`src/rtl/seg7_pkg.sv`:
```
// ---------------------------------------------------------------------------
// seg7_pkg
// Shared definitions for the seven-segment scan decoder and its companion
// display encoder:
//   GLYPH    - 16-entry active-low glyph table, light[6]=a ... light[0]=g
//   BLANK    - all segments dark
//   EN_NONE  - no digit selected
//   state_t  - scan decoder FSM encoding
//   en_valid / en_index - one-cold digit-select helpers
// ---------------------------------------------------------------------------
package seg7_pkg;

   localparam logic [6:0] BLANK   = 7'h7F;
   localparam logic [3:0] EN_NONE = 4'hF;

   // Index is the hex value shown by the glyph. Segment order is a..g, MSB first.
   localparam logic [6:0] GLYPH [0:15] = '{
      7'h01, 7'h4F, 7'h12, 7'h06,   // 0 1 2 3
      7'h4C, 7'h24, 7'h20, 7'h0F,   // 4 5 6 7
      7'h00, 7'h04, 7'h08, 7'h60,   // 8 9 A b
      7'h31, 7'h42, 7'h30, 7'h38    // C d E F
   };

   typedef enum logic [1:0] {
      ST_IDLE   = 2'd0,
      ST_SETTLE = 2'd1,
      ST_HOLD   = 2'd2
   } state_t;

   // A digit is selected only when exactly one enable line is pulled low.
   function automatic logic en_valid(input logic [3:0] en);
      return (en == 4'b1110) || (en == 4'b1101) ||
             (en == 4'b1011) || (en == 4'b0111);
   endfunction

   // Position of the low bit; only meaningful when en_valid() is true.
   function automatic logic [1:0] en_index(input logic [3:0] en);
      logic [1:0] idx;
      idx = 2'd0;
      if (!en[1]) idx = 2'd1;
      if (!en[2]) idx = 2'd2;
      if (!en[3]) idx = 2'd3;
      return idx;
   endfunction

endpackage

```
`src/rtl/seg7_pattern_decode.sv`:
```
// ---------------------------------------------------------------------------
// seg7_pattern_decode
// Combinational reverse lookup of an active-low segment pattern in the glyph
// table.
//   light  in  7  active-low segments, light[6]=a ... light[0]=g
//   nibble out 4  hex value of the matching glyph (0 when no match)
//   hit    out 1  pattern is one of the 16 hex glyphs
// ---------------------------------------------------------------------------
module seg7_pattern_decode
   import seg7_pkg::*;
(
   input  logic [6:0] light,
   output logic [3:0] nibble,
   output logic       hit
);

   always_comb begin
      // NOTE: every output gets a default before the search so no path through
      // the loop leaves a value unassigned and a latch is never inferred.
      nibble = 4'h0;
      hit    = 1'b0;
      for (int i = 0; i < 16; i++) begin
         if (light == GLYPH[i]) begin
            nibble = 4'(i);
            hit    = 1'b1;
         end
      end
   end

endmodule

```
`src/rtl/seg7_scan_decoder.sv`:
```
// ---------------------------------------------------------------------------
// seg7_scan_decoder
// Recovers the four hex digits shown on a multiplexed, active-low seven
// segment display by watching its segment and digit-enable lines.
//   clk         in   1  system clock, rising edge
//   reset       in   1  synchronous, active-high
//   enable      in   1  high = decoding active; low = FSM idle, outputs held
//   light       in   7  active-low segments, light[6]=a ... light[0]=g
//   en          in   4  active-low digit select, en[0] = rightmost digit
//   digits      out 16  last complete frame, digits[4i+3:4i] = digit i
//   frame_done  out  1  one-cycle pulse when digits updates
//   seen        out  4  digits accepted since the last frame
//   bad_pattern out  1  sticky, an accepted pattern was not a hex glyph
// A (light, en) pair must be sampled SETTLE times in a row before it is
// accepted; the scan is then held without re-capture until the inputs change.
// ---------------------------------------------------------------------------
module seg7_scan_decoder
   import seg7_pkg::*;
#(
   parameter int unsigned SETTLE = 4   // 2..255
) (
   input  logic        clk,
   input  logic        reset,
   input  logic        enable,
   input  logic [6:0]  light,
   input  logic [3:0]  en,
   output logic [15:0] digits,
   output logic        frame_done,
   output logic [3:0]  seen,
   output logic        bad_pattern
);

   localparam logic [7:0] SETTLE_C = 8'(SETTLE);

   state_t      state, state_n;
   logic [7:0]  cnt, cnt_n;
   logic [6:0]  light_q, light_p;   // current and previous sample
   logic [3:0]  en_q, en_p;
   logic [3:0]  slot [0:3];         // working digits of the frame being built
   logic [3:0]  seen_n;
   logic [3:0]  nibble;
   logic        hit;
   logic        capture;
   logic        frame_copy;
   logic        sel_valid;
   logic        same;
   logic [1:0]  sel;

   seg7_pattern_decode u_decode (
      .light  (light_q),
      .nibble (nibble),
      .hit    (hit)
   );

   assign sel_valid = en_valid(en_q);
   assign sel       = en_index(en_q);
   assign same      = (light_q == light_p) && (en_q == en_p);

   always_comb begin
      state_n = state;
      cnt_n   = cnt;
      capture = 1'b0;
      if (!enable) begin
         state_n = ST_IDLE;
         cnt_n   = 8'd0;
      end else begin
         unique case (state)
            ST_IDLE: begin
               if (sel_valid) begin
                  state_n = ST_SETTLE;
                  cnt_n   = 8'd1;
               end
            end
            ST_SETTLE: begin
               if (!sel_valid) begin
                  state_n = ST_IDLE;
                  cnt_n   = 8'd0;
               end else if (!same) begin
                  cnt_n = 8'd1;
               end else if (cnt >= SETTLE_C - 8'd1) begin
                  // Count saturates at SETTLE and stays there through HOLD.
                  capture = 1'b1;
                  state_n = ST_HOLD;
                  cnt_n   = SETTLE_C;
               end else begin
                  cnt_n = cnt + 8'd1;
               end
            end
            ST_HOLD: begin
               if (!sel_valid) begin
                  state_n = ST_IDLE;
                  cnt_n   = 8'd0;
               end else if (!same) begin
                  state_n = ST_SETTLE;
                  cnt_n   = 8'd1;
               end
            end
            default: begin
               state_n = ST_IDLE;
               cnt_n   = 8'd0;
            end
         endcase
      end
   end

   // Frame copy clears seen first, so a capture in the same cycle counts
   // toward the next frame.
   always_comb begin
      frame_copy = enable && (seen == 4'hF);
      seen_n     = frame_copy ? 4'h0 : seen;
      if (capture && hit) seen_n[sel] = 1'b1;
   end

   always_ff @(posedge clk) begin
      // NOTE: sequential state uses non-blocking assignments so every register
      // sees the pre-edge value of every other register (sample -> previous).
      if (reset) begin
         state       <= ST_IDLE;
         cnt         <= 8'd0;
         light_q     <= BLANK;
         light_p     <= BLANK;
         en_q        <= EN_NONE;
         en_p        <= EN_NONE;
         digits      <= 16'h0000;
         seen        <= 4'h0;
         frame_done  <= 1'b0;
         bad_pattern <= 1'b0;
         // NOTE: the four working slots are flops, not RAM, so clearing them
         // here is cheap and makes the first frame deterministic.
         for (int i = 0; i < 4; i++) slot[i] <= 4'h0;
      end else begin
         light_q    <= light;
         en_q       <= en;
         light_p    <= light_q;
         en_p       <= en_q;
         state      <= state_n;
         cnt        <= cnt_n;
         seen       <= seen_n;
         frame_done <= frame_copy;
         if (frame_copy) digits <= {slot[3], slot[2], slot[1], slot[0]};
         if (capture) begin
            if (hit) slot[sel] <= nibble;
            else     bad_pattern <= 1'b1;
         end
      end
   end

endmodule

```
`config.mk`:
```
export PLATFORM = sky130hd
export DESIGN_NAME = seg7_scan_decoder
export DESIGN_NICKNAME = d
export VERILOG_FILES = /design/src/rtl/seg7_pkg.sv /design/src/rtl/seg7_pattern_decode.sv /design/src/rtl/seg7_scan_decoder.sv
export SDC_FILE = /design/constraint.sdc
export NUM_CORES = 1
export LEC_CHECK = 0
export ABC_AREA = 1
export BUFFER_PORTS_ARGS = -buffer_cell sky130_fd_sc_hd__buf_2
export CAP_MARGIN = 20
export CORE_MARGIN = 4
export CORE_UTILIZATION = 61
export CTS_CLUSTER_DIAMETER = 60
export DETAILED_ROUTE_END_ITERATION = 8
export HOLD_SLACK_MARGIN = 0.03
export PLACE_DENSITY = 0.94
export RECOVER_POWER = 25
export SLEW_MARGIN = 20
export SYNTH_ARGS = -nofsm -noshare
export SYNTH_HDL_FRONTEND = slang
export SYNTH_HIERARCHICAL = 1
export SYNTH_SLANG_ARGS = --single-unit
```
`constraint.sdc`:
```
create_clock -name clk -period 3.9 [get_ports clk]
set_input_delay 0.195 -clock clk [delete_from_list [all_inputs] [get_ports clk]]
set_output_delay 0.195 -clock clk [all_outputs]
set_load 0.02 [all_outputs]
```
==> flow_summary.ini <==
[setup_path]
crit_buf_inv = 2
cp-start-kind = flop
endpoint_kind = flop
slowest_stage = dfxtp_1
r2r_slack_ns = 1.78
crit_family = simple AND/OR/NAND/NOR gates
worstPathArrival_ns = 2.14
worst_ep_required_time_ns = 3.92
critPathKind = flop to flop
r2r_cells = 10
worstReg2RegStart = light_q[4]
slowest_delay_ns = 0.47
reg2reg_to = slot[3][2]
crit_chain = inv_2, nor2_1, inv_1, nor2_1, nor2_2, nand2_1, nor2_2, nand2_1, nand4_1, nand2_1
path_common_cell = nand2_1
crit_fanout = 9

[die]
die_w_um = 79.0
die_area_um2 = 6240
rows = 25
fp.coreArea_um2 = 4790
pin_count = 36
fp.dieH_um = 79.0
start_util_pct = 64.2

[clock_network]
root_buffer = clkbuf_8
insertion_delay_ns = 0.35
numCtsBuffers = 9
clock-sinks = 70
cts_resized = 0
cts_tree = built
postCtsSetupBuffers = 0
clk_pin_slew_ns = 0.08
cts_hold_buf = 11
cts_max_path_buffers = 2
h-tree-depth = 3

[final_layout]
finalCoreUtilization_pct = 75.8
layout.nets = 445
antenna_cells = 0
layout-area-overhead-vs-synth_pct = 18.0
seqCellArea_um2 = 1560
multiInputGateArea_um2 = 1270
fillers = 355
drive_above_1_share_pct = 21.6

[sta]
hold_viol_final = 0
final.setup.tns_ns = 0
relSlewSlack_pct = 36.9
fin_worst_skew_ns = 0.0107
timing.final.crit_share_pct = 54.3
setup_violations = 0
rsz0062_at_grt = false
fin_crit_ns = 2.12
slew_violations = 0
fmax_mhz = 472
worstMarginPinSlew_ns = 0.940

[job]
drv_cap = 0

[grt]
antenna_found_initial = 0
grt_overflow_total = 0
track_usage_pct = 21.8
grt_busiest_layer = met2
grt_pass1_wl_um = 10500
grt_use_met3_pct = 5.44
grt_max_degree = 37
grt_pass1_vias = 2345
gr-usage-met1_pct = 25.9
grt_use_met2_pct = 36.7

[power_and_ir_drop]
p_leak_nw = 1.74
pwr-share-clk_pct = 43.1
internal-power_w = 0.00116
pwr-share-seq_pct = 50.3
p_sw_share_pct = 24.0
power_switching_w = 0.000368
power_density_nw_per_um2 = 422
p_comb_share_pct = 6.6
peakVddDrop_v = 0.000329

[detailed_routing]
avgViaCountPerCell = 4.96
drtPass1Iterations = 4
ant_nets = 0
vias = 2491
drt-initial-drc-count = 176
post-route-drc-count = 0
wl_per_cell_um = 12.1
drt-total-wl_um = 6090

[yosys]
synth_area_leader_cell = dfxtp_1
netlist_instances = 381
synth-seq-cells = 70
yosysSeqAreaShare_pct = 50.8
synth_cell_types = 33
ys.warnings.count = 6
syn_area_per_cell_um2 = 8.07
synth_top_area_share_pct = 35.2
ys_top_cells_by_area = dfxtp_1 (35%), edfxtp_1 (16%), nand2_1 (8.6%)
synth_area_um2 = 3070
syn_nets = 396

[worst_hold_path]
min_path_type = input port to flop
min_from = enable
hold_end = seen[2]
min_path_cells = 3

[outcome]
outcome = finished, final reports clean

[placement]
gp_congestion = 0.808
io_buffer_count = 35
dp_hpwl_um = 4110
layout by cell type, fill, tap and decap left out, types with 7 or more instances in the layout:
master,n
a21oi_1,7
inv_1,43
or2_2,15
nand3_1,15
o21ai_0,18
nor3_1,7
dfxtp_1,54
nand4_1,10
clkbuf_1,13
edfxtp_1,16
clkbuf_8,9
dlygate4sd3_1,11
buf_2,22
inv_2,11
nor2_1,65
nor2_2,12
nand2_1,70
synth_stat cells (all sizes together):
master,count
a21boi,1
a21oi,7
a22oi,2
buf,2
clkbuf,7
clkinv,2
dfxtp,54
edfxtp,16
ha,1
inv,54
nand2,75
nand3,17
nand4,15
nor2,79
nor3,7
o211ai,1
o21a,2
o21ai,19
or2,15
xnor2,5
area by class of cell:
class                      count  share of cell area, %
multi-input combinational    246                   34.9
tap                           67                   2.31
inverter                      56                   5.80
clock inverter                 7                   2.86
timing repair buffer          47                   7.63
clock buffer                   9                   3.42
sequential                    70                   43.1
how the worst max path moves through the flow:
stage               startpoint  cells after the start    endpoint  slack, ns
floorplan           light_q[3]                      7  slot[1][0]       2.12
global placement         reset                      6  slot[1][0]       1.71
detailed placement       reset                      6  slot[1][1]       1.62
CTS                 light_q[3]                      9  slot[3][2]       1.78
global route        light_q[2]                      9  slot[3][2]       1.54
finish              light_q[4]                     10  slot[3][2]       1.78
power by group through the flow:
| stage | clock network [W] | logic (W) | registers [W] |
|---|---|---|---|
| after floorplan | 0 | 0.0000717 | 0.000784 |
| after global placement | 0 | 0.0000878 | 0.000786 |
| after detailed placement | 0 | 0.0000903 | 0.000787 |
| after CTS | 0.000668 | 0.0000997 | 0.000771 |
| after global routing | 0.000705 | 0.000115 | 0.000773 |
| final | 0.000660 | 0.000101 | 0.000770 |
cells by family (layout without fill, tap and decap cells):
logic type / after synthesis / after routing / synth area share, %
adder cells (fa/ha/maj): 1 / 1 / 0.407
buffers and inverters: 65 / 119 / 7.98
AO/OA/AOI/OAI: 32 / 32 / 6.35
XOR/XNOR: 5 / 5 / 1.43
AND/OR/NAND/NOR: 208 / 208 / 33.0
flip-flops: 70 / 70 / 50.8
stage by stage:
| step | total power [W] | area [um^2] | hold slack [ns] | std cells | setup slack (ns) |
|---|---|---|---|---|---|
| finish | 0.00153 | 3630 | 0.176 | 502 | 1.78 |
| global route | 0.00159 | 3630 | 0.172 | 502 | 1.54 |
| CTS | 0.00154 | 3640 | 0.157 | 502 | 1.78 |
| detailed placement | 0.000877 | 3300 | 0.379 | 475 | 1.62 |
| global placement | 0.000874 | 3300 | 0.378 | 475 | 1.71 |
| floorplan | 0.000856 | 3070 | 0.299 | 381 | 2.12 |
state kept, by name, summed over array words and instances (netlist names), 4 cells and up:
| register | cells |
|---|---|
| digits | 16 |
| slot | 16 |
| cnt | 8 |
| light_p | 7 |
| light_q | 7 |
| en_p | 4 |
| en_q | 4 |
| seen | 4 |
per-layer routing:
| layer | wire (um) | part of all wire (%) |
|---|---|---|
| met1 | 2630 | 43 |
| met2 | 2990 | 49 |
| met3 | 355 | 5.8 |
| met4 | 121 | 2.0 |
| met5 | 0 | 0 |
worst reg2reg max path: stages (launching register included):
cell and delay, ns:
dfxtp_1 0.47, inv_2 0.09, nor2_1 0.16, inv_1 0.08
nor2_1 0.12, nor2_2 0.05, nand2_1 0.07, nor2_2 0.04
nand2_1 0.32, nand4_1 0.21, nand2_1 0.20
(Power assumes the default switching activity.)
